===== config.mk =====
export PLATFORM = sky130hd
export DESIGN_NAME = arb_mux_n_flat
export DESIGN_NICKNAME = d
export VERILOG_FILES = /design/src/rtl/arb_mux_n_if.sv /design/src/rtl/arb_mux_n.sv /design/src/flat_wrapper.sv
export SDC_FILE = /design/constraint.sdc
export NUM_CORES = 1
export LEC_CHECK = 0
export CORE_MARGIN = 3
export CORE_UTILIZATION = 41
export DETAILED_ROUTE_END_ITERATION = 8
export PLACE_DENSITY = 0.81
export SLEW_MARGIN = 20
export SYNTH_ARGS = -nofsm -noshare
export SYNTH_HDL_FRONTEND = slang
export SYNTH_SLANG_ARGS = --single-unit

===== constraint.sdc =====
create_clock -name clk -period 4.6 [get_ports clk]
set_input_delay 0.46 -clock clk [delete_from_list [all_inputs] [get_ports clk]]
set_output_delay 0.46 -clock clk [all_outputs]
set_load 0.02 [all_outputs]

===== src/rtl/arb_mux_n_if.sv =====
// rtl/arb_mux_n_if.sv - channel, output and control bundle for the N-way arbitrating mux
interface arb_mux_n_if #(
  parameter int WIDTH = 32,
  parameter int NCH   = 8,
  parameter int SEL_W = 3
);
  logic [NCH*WIDTH-1:0] in_data;
  logic [NCH-1:0]       in_valid;
  logic [NCH-1:0]       in_ready;
  logic                 mode;
  logic                 force_en;
  logic [SEL_W-1:0]     force_sel;
  logic [WIDTH-1:0]     out_data;
  logic                 out_valid;
  logic                 out_ready;
  logic [SEL_W-1:0]     out_ch;
  logic [15:0]          xfer_cnt;

  modport slave (
    input  in_data, in_valid, mode, force_en, force_sel, out_ready,
    output in_ready, out_data, out_valid, out_ch, xfer_cnt
  );

  modport master (
    output in_data, in_valid, mode, force_en, force_sel, out_ready,
    input  in_ready, out_data, out_valid, out_ch, xfer_cnt
  );
endinterface


===== src/rtl/arb_mux_n.sv =====
// rtl/arb_mux_n.sv - N-channel arbiter (round-robin / fixed / forced) feeding a one-word output slot
module arb_mux_n #(
  parameter int WIDTH = 32,
  parameter int NCH   = 8,
  parameter int SEL_W = 3
) (
  input  logic       clk,
  input  logic       rst_n,
  arb_mux_n_if.slave bus
);
  logic [NCH-1:0]   eligible;
  logic [SEL_W-1:0] rr_ptr;
  logic [SEL_W-1:0] grant_idx;
  logic             grant_found;
  logic [SEL_W:0]   cand;
  logic             acc;
  logic             xfer;

  // Forcing a channel outside 0..NCH-1 leaves nothing eligible.
  always_comb begin
    eligible = bus.in_valid;
    if (bus.force_en) begin
      eligible = '0;
      if ({1'b0, bus.force_sel} < (SEL_W+1)'(NCH))
        eligible[bus.force_sel] = bus.in_valid[bus.force_sel];
    end
  end

  // Fixed priority scans from 0; round-robin scans upward from rr_ptr with wrap.
  always_comb begin
    grant_found = 1'b0;
    grant_idx   = '0;
    cand        = '0;
    for (int k = 0; k < NCH; k++) begin
      if (bus.mode) begin
        cand = (SEL_W+1)'(k);
      end else begin
        cand = {1'b0, rr_ptr} + (SEL_W+1)'(k);
        if (cand >= (SEL_W+1)'(NCH))
          cand = cand - (SEL_W+1)'(NCH);
      end
      if (!grant_found && eligible[cand[SEL_W-1:0]]) begin
        grant_found = 1'b1;
        grant_idx   = cand[SEL_W-1:0];
      end
    end
  end

  assign acc          = !bus.out_valid || bus.out_ready;
  assign xfer         = rst_n && acc && grant_found;
  assign bus.in_ready = xfer ? (NCH'(1) << grant_idx) : '0;

  always_ff @(posedge clk or negedge rst_n) begin
    if (!rst_n) begin
      bus.out_valid <= 1'b0;
      bus.out_data  <= '0;
      bus.out_ch    <= '0;
      rr_ptr        <= '0;
      bus.xfer_cnt  <= '0;
    end else if (xfer) begin
      bus.out_valid <= 1'b1;
      bus.out_data  <= bus.in_data[grant_idx*WIDTH +: WIDTH];
      bus.out_ch    <= grant_idx;
      rr_ptr        <= (grant_idx == SEL_W'(NCH-1)) ? '0 : grant_idx + SEL_W'(1);
      bus.xfer_cnt  <= bus.xfer_cnt + 16'd1;
    end else if (bus.out_ready) begin
      bus.out_valid <= 1'b0;
    end
  end
endmodule


===== src/flat_wrapper.sv =====
// flat-port wrapper written by rule: the top's interface ports become plain ports
module arb_mux_n_flat 
#(
  parameter int WIDTH = 32,
  parameter int NCH   = 8,
  parameter int SEL_W = 3
)
  (clk, rst_n, bus_in_data, bus_in_valid, bus_mode, bus_force_en, bus_force_sel, bus_out_ready, bus_in_ready, bus_out_data, bus_out_valid, bus_out_ch, bus_xfer_cnt);
  arb_mux_n_if #(.WIDTH(WIDTH), .NCH(NCH), .SEL_W(SEL_W)) bus_i ();
  input  logic clk;
  input  logic rst_n;
  input wire logic [$bits(bus_i.in_data)-1:0] bus_in_data;
  input wire logic [$bits(bus_i.in_valid)-1:0] bus_in_valid;
  input wire logic [$bits(bus_i.mode)-1:0] bus_mode;
  input wire logic [$bits(bus_i.force_en)-1:0] bus_force_en;
  input wire logic [$bits(bus_i.force_sel)-1:0] bus_force_sel;
  input wire logic [$bits(bus_i.out_ready)-1:0] bus_out_ready;
  output wire logic [$bits(bus_i.in_ready)-1:0] bus_in_ready;
  output wire logic [$bits(bus_i.out_data)-1:0] bus_out_data;
  output wire logic [$bits(bus_i.out_valid)-1:0] bus_out_valid;
  output wire logic [$bits(bus_i.out_ch)-1:0] bus_out_ch;
  output wire logic [$bits(bus_i.xfer_cnt)-1:0] bus_xfer_cnt;
  assign bus_i.in_data = bus_in_data;
  assign bus_i.in_valid = bus_in_valid;
  assign bus_i.mode = bus_mode;
  assign bus_i.force_en = bus_force_en;
  assign bus_i.force_sel = bus_force_sel;
  assign bus_i.out_ready = bus_out_ready;
  assign bus_in_ready = bus_i.in_ready;
  assign bus_out_data = bus_i.out_data;
  assign bus_out_valid = bus_i.out_valid;
  assign bus_out_ch = bus_i.out_ch;
  assign bus_xfer_cnt = bus_i.xfer_cnt;
  arb_mux_n #(.WIDTH(WIDTH), .NCH(NCH), .SEL_W(SEL_W)) u_core (.clk(clk), .rst_n(rst_n), .bus(bus_i));
endmodule

==> impl_metrics.json <==
{
  "antenna_left": 0,
  "ys.flop_type": "dfrtp_1",
  "drive_gt1_frac": 0.142,
  "power.density_mw_per_mm2": 677,
  "antenna_found_initial": 0,
  "grt_start_max_net_pins": 78,
  "fp.dieH_um": 130,
  "crit_path_end_kind": "output port",
  "synthSimpleGateAreaFrac": 0.186,
  "drt-total-wl_um": 28100,
  "vias": 7854,
  "drt_iter0_markers": 661,
  "clockBufferDepth": 2,
  "initial_core_util": 0.426,
  "synthCells": 760,
  "cts.sinks": 55,
  "finish.utilization": 0.711,
  "cp.arrival_ps": 3980,
  "synth_seq_cells": 55,
  "htreeDepth": 2,
  "ir_worst_vdd_uv": 703,
  "drv_slew": 0,
  "routedWlPerCell_um": 21.5,
  "ys_types": 77,
  "worstHoldPathType": "primary input to async pin",
  "grtUsageTotal": 0.311,
  "via_per_inst": 6.01,
  "final_net_count": 1399,
  "first_pass_iters": 5,
  "syn-cell-area_mm2": 0.00629,
  "place_area_mm2": 0.0103,
  "numCtsBuffers": 5,
  "syn_nets": 1037,
  "yosysWarnings": 0,
  "postCtsHoldBufs": 0,
  "p_leak_nw": 4.33,
  "post-synth-top-area-cell": "dfrtp_1",
  "maxSlewHeadroom": 0.495,
  "setup_violations": 0,
  "drcViolationCount": 0,
  "drv_cap": 0,
  "synthMuxAreaShare": 0.114,
  "grt.overflow.total": 0,
  "synth.top_cell.area_share": 0.219,
  "cts_tree": "built",
  "syn_area_per_cell_um2": 8.28,
  "rows": 44,
  "synth_edf_count": 0,
  "setup-tns-final_ps": 0,
  "period_minus_slack_ps": 4440,
  "status": "completed",
  "fmax_mhz": 225,
  "hold_viol": 0,
  "n_antenna_cell": 0,
  "grt_pass1_wl_um": 41600,
  "synth_area_leaders": "dfrtp_1, mux2i_1, o2111ai_1",
  "design_area_mm2": 0.0105,
  "yosysSeqAreaShare": 0.219,
  "syn_to_final_growth_pct": 66.7,
  "first_global_vias": 7463,
  "cts_setup_buffers": 0,
  "tightest_slew_ps": 757,
  "clockRootBuffer": "clkbuf_16",
  "die_area_mm2": 0.0169,
  "start_kind": "primary input",
  "setup.worst_path.class": "primary input to output port",
  "die_x_um": 130,
  "synth_xor_xnor_area_share": 0.0251,
  "post-route-period-util": 0.966,
  "required_ps": 4140,
  "gp_congestion": 0.937,
  "hpwl_um": 22200,
  "core_mm2": 0.0148,
  "io_buffers": 331,
  "synthArstFlopShare": 1.00,
  "finalClockSkew_ps": 7.14,
  "worstSkewPairLatency_ps": 300,
  "ios": 332,
  "rsz0062_at_grt": "false",
  "clk_pin_slew_ps": 70,
  "cp_max_fo": 10,
  "synth-compound-area-share": 0.367,
  "synth_top_family_by_area": "compound AO/OA/AOI/OAI gates",
  "synthAdderAreaFrac": 0.00995
}
==> worst paths after layout <==
kind	endpoint	slack (ps)	from	cells past startpoint
max	bus_in_ready[4]	160	bus_force_sel[0]	16
min	u_core.bus.out_data[24]$_DFFE_PN0P_	360	rst_n	2
max reg2reg	u_core.bus.out_data[29]$_DFFE_PN0P_	430	u_core.rr_ptr[0]$_DFFE_PN0P_	18
min reg2reg	u_core.bus.xfer_cnt[15]$_DFFE_PN0P_	490	u_core.bus.xfer_cnt[15]$_DFFE_PN0P_	1
max in group asynchronous	u_core.bus.out_data[20]$_DFFE_PN0P_	3770	rst_n	2
min in group clk	u_core.bus.xfer_cnt[15]$_DFFE_PN0P_	490	u_core.bus.xfer_cnt[15]$_DFFE_PN0P_	1
==> sequential cells by signal (all words and copies together) (netlist names) <==
signal	count
u_core.bus.out_ch	3
u_core.rr_ptr	3
u_core.bus.out_data	32
u_core.bus.out_valid	1
u_core.bus.xfer_cnt	16
==> stage by stage <==
stage	total power, mW	setup WS [ps]	hold WS, ps	cells
after floorplan	4.50	784	164	760
after global placement	6.53	-133	463	1299
after detailed placement	6.57	-112	483	1299
after CTS	7.03	5.35	380	1307
after global routing	7.55	3.85	400	1307
final	7.10	157	359	1307
==> Yosys cell counts, drive strengths merged, types with 7 or more instances <==
cell	count
inv	36
a21oi	20
a31oi	21
nand3	35
o221ai	17
nor2b	10
mux2i	63
o211a	22
xnor2	15
a21boi	27
dfrtp	55
nor4	13
and2	26
nor2	57
nand2	32
nor3	9
o2111ai	43
o211ai	8
a2111oi	13
nand4	7
o21ai	34
a211oi	23
a221o	20
clkbuf	33
buf	44
nand2b	8
==> power by group <==
| part | internal (mW) | switching, mW |
|---|---|---|
| logic | 2.46 | 3.31 |
| clock network | 0.260 | 0.192 |
| registers | 0.696 | 0.176 |
==> critical path: stages <==
cell             delay, ps
clkdlybuf4s50_1        490
buf_4                  190
mux2_4                 310
a22oi_2                250
o21ai_2                150
a211oi_4               240
buf_4                  170
o22a_1                 230
nand3_4                120
buf_4                  170
o41ai_2                330
buf_4                  180
nor2b_4                 60
o211ai_1               210
nor2_1                 100
dlygate4sd2_1          340
==> cells in the final DEF, fill, tap and decap left out, types with 19 or more instances in the layout <==
| master | instances |
|---|---|
| clkdlybuf4s50_1 | 322 |
| buf_4 | 97 |
| mux2i_1 | 61 |
| nor2_1 | 56 |
| dfrtp_1 | 55 |
| o2111ai_1 | 43 |
| inv_1 | 34 |
| nand3_1 | 32 |
| nand2_1 | 31 |
| o21ai_0 | 27 |
| a21boi_0 | 27 |
| and2_1 | 26 |
| o211a_1 | 22 |
| a31oi_1 | 21 |
| a221o_1 | 20 |
| a21oi_1 | 19 |
==> logic make-up (layout without fill, tap and decap cells) <==
group / Yosys count / in the layout
AOI/OAI and AO/OA: 283 / 283
and+or+nand+nor: 217 / 217
buffers and inverters: 113 / 476
muxes: 69 / 69
DFF: 55 / 55
xor gates and xnor gates: 18 / 18
adders and majority gates: 5 / 5
==> per-layer routing <==
metal	part of all wire	vias to the layer above	routed length [um]	global-route usage
met5	0	-	0	0
met2	0.50	413	14000	0.540
li1	-	3678	-	-
met4	0.028	0	793	0.0850
met1	0.39	3722	11000	0.395
met3	0.079	41	2220	0.0614
==> what timing repair did <==
| item | 4_1_cts | 5_1_grt |
|---|---|---|
| pin swaps | 0 | 2 |
| gates resized for setup | 9 | 9 |
| endpoints found under the setup margin | 7 | 12 |
==> layout make-up <==
cell class / instances / area, um2
tap: 184 / 230
inverter: 36 / 135
multi-input combinational: 592 / 4470
sequential: 55 / 1380
clock inverter: 3 / 47.5
timing repair buffer: 432 / 4100
fill: 1209 / 4270
clock buffer: 5 / 125
Note: power is estimated with default switching activity, not from simulation.
